**config.mk**
```make
export PLATFORM = sky130hd
export DESIGN_NAME = uart_echo_buffered
export DESIGN_NICKNAME = d
export VERILOG_FILES = /design/src/rtl/uart_echo_pkg.sv /design/src/rtl/uart_echo_buffered_fifo_sync.sv /design/src/rtl/uart_echo_buffered.sv
export SDC_FILE = /design/constraint.sdc
export NUM_CORES = 1
export LEC_CHECK = 0
export ABC_AREA = 1
export CORE_MARGIN = 2
export CORE_UTILIZATION = 37
export CTS_CLUSTER_DIAMETER = 40
export CTS_CLUSTER_SIZE = 16
export DETAILED_ROUTE_END_ITERATION = 12
export PLACE_DENSITY = 0.51
export SYNTH_ARGS = -nofsm -noshare
export SYNTH_HDL_FRONTEND = slang
export SYNTH_SLANG_ARGS = --single-unit
export TNS_END_PERCENT = 50
```
**constraint.sdc**
```tcl
create_clock -name clk_i -period 3.51 [get_ports clk_i]
set_clock_uncertainty 0.1 [all_clocks]
set_input_delay 0.8775 -clock clk_i [delete_from_list [all_inputs] [get_ports clk_i]]
set_output_delay 0.8775 -clock clk_i [all_outputs]
set_load 0.01 [all_outputs]
```
**src/rtl/uart_echo_pkg.sv**
```systemverilog
// Shared types and helpers for the buffered UART echo core.
package uart_echo_pkg;

    typedef enum logic [1:0] {
        ModePass  = 2'd0,
        ModeLine  = 2'd1,
        ModeUpper = 2'd2
    } mode_e;

    localparam logic [7:0] DefaultTerminator = 8'h0D;

    // Folds ASCII 'a'..'z' to upper case; any other code passes unchanged.
    function automatic logic [7:0] to_upper(input logic [7:0] c);
        logic [7:0] r;
        r = c;
        if (c >= 8'h61 && c <= 8'h7A) begin
            r[5] = 1'b0;
        end
        return r;
    endfunction

endpackage

```
**src/rtl/uart_echo_buffered_fifo_sync.sv**
```systemverilog
// Show-ahead synchronous FIFO; the head word is valid on data_o whenever empty_o is low.
module fifo_sync #(
    parameter int DataWidth = 8,
    parameter int Depth     = 16
) (
    input  logic                       clk_i,
    input  logic                       reset_ni,
    input  logic                       push_i,
    input  logic [DataWidth-1:0]       data_i,
    input  logic                       pop_i,
    output logic [DataWidth-1:0]       data_o,
    output logic                       full_o,
    output logic                       empty_o,
    output logic [$clog2(Depth+1)-1:0] count_o
);

    localparam int AddrW  = $clog2(Depth);
    localparam int CountW = $clog2(Depth+1);

    logic [DataWidth-1:0] mem [Depth];
    logic [AddrW-1:0]     wr_ptr;
    logic [AddrW-1:0]     rd_ptr;
    logic [CountW-1:0]    count_q;
    logic                 do_push;
    logic                 do_pop;

    // No bypass when full: a push is refused even if a pop frees a slot this cycle.
    assign full_o  = (count_q == CountW'(Depth));
    assign empty_o = (count_q == '0);
    assign do_push = push_i && !full_o;
    assign do_pop  = pop_i && !empty_o;
    assign data_o  = mem[rd_ptr];
    assign count_o = count_q;

    always_ff @(posedge clk_i) begin
        if (do_push) begin
            mem[wr_ptr] <= data_i;
        end
    end

    always_ff @(posedge clk_i) begin
        if (!reset_ni) begin
            wr_ptr  <= '0;
            rd_ptr  <= '0;
            count_q <= '0;
        end else begin
            if (do_push) begin
                wr_ptr <= wr_ptr + AddrW'(1);
            end
            if (do_pop) begin
                rd_ptr <= rd_ptr + AddrW'(1);
            end
            case ({do_push, do_pop})
                2'b10:   count_q <= count_q + CountW'(1);
                2'b01:   count_q <= count_q - CountW'(1);
                default: count_q <= count_q;
            endcase
        end
    end

endmodule

```
**src/rtl/uart_echo_buffered.sv**
```systemverilog
// Buffered echo core between uart_rx and uart_tx: FIFO plus passthrough, line or upper-case release.
module uart_echo_buffered
    import uart_echo_pkg::*;
#(
    parameter int         DataWidth  = 8,
    parameter int         Depth      = 16,
    parameter logic [7:0] Terminator = DefaultTerminator
) (
    input  logic                       clk_i,
    input  logic                       reset_ni,
    input  logic                       rx_valid_i,
    input  logic [DataWidth-1:0]       rx_data_i,
    output logic                       rx_ready_o,
    output logic                       tx_valid_o,
    output logic [DataWidth-1:0]       tx_data_o,
    input  logic                       tx_ready_i,
    input  logic [1:0]                 mode_i,
    output logic [$clog2(Depth+1)-1:0] count_o,
    output logic                       overflow_o
);

    localparam int CountW = $clog2(Depth+1);
    localparam logic [DataWidth-1:0] TermWord = DataWidth'(Terminator);

    mode_e                mode_q;
    mode_e                mode_d;
    logic [CountW-1:0]    pending_lines;
    logic                 flush_q;
    logic [DataWidth-1:0] head;
    logic                 full;
    logic                 empty;
    logic                 push;
    logic                 pop;
    logic                 line_inc;
    logic                 line_dec;
    logic                 force_flush;

    fifo_sync #(
        .DataWidth (DataWidth),
        .Depth     (Depth)
    ) u_fifo (
        .clk_i    (clk_i),
        .reset_ni (reset_ni),
        .push_i   (push),
        .data_i   (rx_data_i),
        .pop_i    (pop),
        .data_o   (head),
        .full_o   (full),
        .empty_o  (empty),
        .count_o  (count_o)
    );

    assign rx_ready_o = !full;
    assign push       = rx_valid_i && rx_ready_o;
    assign pop        = tx_valid_o && tx_ready_i;

    assign line_inc    = push && (mode_q == ModeLine) && (rx_data_i == TermWord);
    assign line_dec    = pop && (mode_q == ModeLine) && (head == TermWord);
    // A full buffer with no complete line would deadlock, so release it unterminated.
    assign force_flush = (mode_q == ModeLine) && full && (pending_lines == '0) && !flush_q;
    assign overflow_o  = force_flush;

    always_comb begin
        case (mode_i)
            2'd1:    mode_d = ModeLine;
            2'd2:    mode_d = ModeUpper;
            default: mode_d = ModePass;
        endcase
    end

    always_comb begin
        tx_valid_o = !empty;
        if (mode_q == ModeLine) begin
            tx_valid_o = !empty && ((pending_lines != '0) || flush_q);
        end
    end

    // Fold only words whose bits above the low byte are zero.
    always_comb begin
        tx_data_o = head;
        if (mode_q == ModeUpper && (head >> 8) == '0) begin
            tx_data_o[7:0] = to_upper(head[7:0]);
        end
    end

    always_ff @(posedge clk_i) begin
        if (!reset_ni) begin
            mode_q        <= ModePass;
            pending_lines <= '0;
            flush_q       <= 1'b0;
        end else begin
            // Mode changes only between bursts so a line never straddles two modes.
            if (empty && !push) begin
                mode_q <= mode_d;
            end
            case ({line_inc, line_dec})
                2'b10:   pending_lines <= pending_lines + CountW'(1);
                2'b01:   pending_lines <= pending_lines - CountW'(1);
                default: pending_lines <= pending_lines;
            endcase
            if (force_flush) begin
                flush_q <= 1'b1;
            end else if (empty) begin
                flush_q <= 1'b0;
            end
        end
    end

endmodule
```
==> impl_metrics.tcl <==
set metrics [dict create \
    p_per_area_nw_per_um2 671 \
    num_antenna_cells 0 \
    rsz0062_at_grt "no" \
    clk_path_buf_depth 2 \
    critPathMaxFanout 22 \
    p_clk_share_pct 32.9 \
    antenna_found_initial 0 \
    area_growth_pct 22.0 \
    dr.pass1.iters 7 \
    numClockSinks 153 \
    grtUsageTotal_pct 17.4 \
    fp.dieW_um 139 \
    hold_slack_ps 380 \
    wl_per_cell_um 16.6 \
    ios 30 \
    required_ps 2530 \
    hold_class "flip-flop to flip-flop" \
    syn_area_per_cell_sq_um 10.2 \
    cts_buffers 17 \
    grt_pass1_wl_um 25700 \
    synth_area_sq_um 6710 \
    p_sw_share_pct 30.9 \
    synth_cell_types 34 \
    synthArstFlopShare_pct 0 \
    core-area_sq_um 17900 \
    gp_congestion 0.817 \
    crit_type "flip-flop to output port" \
    maxCapViolations 0 \
    grt_max_degree 27 \
    holdBufCountCts 0 \
    clock_latency_ps 420 \
    seqPwrFrac_pct 38.6 \
    status "completed" \
    setup_viol 0 \
    tightest_slew_ps 421 \
    via_per_inst 4.88 \
    drive_above_1_share_pct 11.8 \
    power.total_mw 5.49 \
    initial_utilization_pct 37.5 \
    combPwrFrac_pct 28.4 \
    dp_hpwl_um 10900 \
    slew_headroom_pct 71.7 \
    worst_setup_path_start_kind "flip-flop" \
    post_cts_buffers 0 \
    p_sw_mw 1.70 \
    drc 0 \
    arrival_ps 2380 \
    vias 4749 \
    cts.root.buffer_cell "clkbuf_16" \
    intPower_mw 3.79 \
    peakVddDrop_mv 0.455 \
    synth_seq_cells 153 \
    power.leakage_nw 3.33 \
    final_nets 762 \
    die_area_sq_um 19200 \
    synth_edf_count 128 \
    drt_iter0_drc 382 \
    fmax_mhz 298 \
    synth_nets 689 \
    hold_viol 0 \
    overflow 0 \
    postRouteAntennaNets 0 \
    cts.clk_slew.worst_paths_ps 60 \
    synthFlopType "edfxtp_1" \
    cts_tree "built" \
    post-route-period-util_pct 95.7 \
    die_y_um 139 \
    end_kind "output port" \
    ys_seq_area_share_pct 64.8 \
    grt_pass1_vias 4703 \
    htreeDepth 4 \
    row_count 49 \
    period_minus_slack_ps 3360 \
    synthCells 660 \
    wirelength_um 16200 \
    drv_slew 0 \
    yosysWarnings 0 \
    portBuffers 29 \
]
## flip-flops by register name (all words and copies together), names as in the netlist, named ones only
name,flops
flush_q,1
mode_q,2
pending_lines,5
u_fifo.count_o,5
u_fifo.mem,128
u_fifo.rd_ptr,4
u_fifo.wr_ptr,4
## critical path, stage by stage (launching register included)
cell and delay (ps):
dfxtp_4 370, inv_2 130, buf_12 180, nand2_1 70
nand2_1 60, nand2_1 50, nand3_1 90, nand3_1 120
nand2_2 200, nand2_1 70, inv_1 70, a21oi_1 80
a21oi_2 190, clkdlybuf4s15_1 270
## placed cells by master, fill, tap and decap left out, types with 17 or more instances in the layout
cell               n
clkdlybuf4s50_1   28
dfxtp_1           24
nand2_1          166
o21ai_0           25
buf_4             44
nor2_1            76
inv_1             69
nand3_1           63
edfxtp_1         128
clkbuf_16         17
## layer usage
metal / wire length (um) / GRT usage, %
met4: 76 / 4.20
met2: 7930 / 28.6
met5: 0 / 0
met3: 672 / 4.04
met1: 7480 / 23.5
## path summary, 6_finish.rpt
kind	startpoint	end	slack (ps)	cells after the start
setup reg to reg	flip-flop	pending_lines[4]	290	21
hold / removal	pending_lines[4]	pending_lines[4]	380	2
hold reg to reg	pending_lines[4]	pending_lines[4]	380	2
setup / recovery	flip-flop	tx_data_o[5]	150	13
## synthesized netlist by cell type (2+ instances only)
library cell / n / area (sq um)
nor2_1: 76 / 285
edfxtp_1: 128 / 3840
inv_1: 69 / 259
buf_6: 2 / 22.5
a21oi_1: 17 / 85.1
o21ai_0: 25 / 125
nor4_1: 3 / 18.8
buf_4: 4 / 30.0
fa_1: 2 / 40.0
nor3_1: 2 / 10.0
clkbuf_1: 5 / 18.8
ha_1: 13 / 163
xnor2_1: 3 / 26.3
nand3_1: 63 / 315
buf_2: 13 / 65.1
a211oi_1: 4 / 30.0
o221ai_1: 3 / 26.3
nand2_2: 3 / 18.8
dfxtp_1: 25 / 500
o21ai_1: 13 / 65.1
o211ai_1: 5 / 37.5
inv_2: 2 / 7.51
nand2_1: 167 / 627
nand4_1: 3 / 18.8
## layout make-up
type                    instances  area, sq um
multi-input cells             410         1960
clock buffers                  17          425
fillers                      1701         9720
well taps                     229          287
clock inverters                14          158
flip-flops and latches        153         4350
repair buffers                 79          736
inverters                      72          270
## cells by family (layout without fill, tap and decap cells)
family                   after synthesis  count (layout)  synth area share [%]
AND/OR/NAND/NOR                      318             318                  19.4
AO/OA/AOI/OAI                         73              73                  6.19
XOR/XNOR                               4               4                 0.522
adder cells (fa/ha/maj)               15              15                  3.02
buffers and inverters                 97             182                  6.12
flip-flops                           153             153                  64.8
## power by group through the flow
stage,clock (mW),combinational (mW),sequential [mW]
floorplan,0,0.928,2.15
global placement,0,1.50,2.15
detailed placement,0,1.52,2.15
CTS,1.85,1.56,2.12
global route,1.93,1.73,2.13
finish,1.81,1.56,2.12
## through the flow
step / setup TNS (ps) / setup WS [ps] / util [%] / std cells / instance area, sq um
after floorplan: 0 / 593 / - / 660 / 6710
after global placement: -93.4 / -93.4 / 42.2 / 942 / 7550
after detailed placement: -94.7 / -94.7 / 42.2 / 942 / 7550
after CTS: 0 / 21.7 / 45.6 / 974 / 8170
after global routing: 0 / 11.1 / 45.7 / 974 / 8180
final: 0 / 152 / 45.7 / 974 / 8180
## what timing repair did
| action | in CTS | in global routing |
|---|---|---|
| endpoints found under the setup margin | 1 | 2 |
| resized for setup | 1 | 6 |
| pin swaps | 0 | 0 |
| gates cloned | 1 | 0 |
Power figures use the tool's default switching activity.
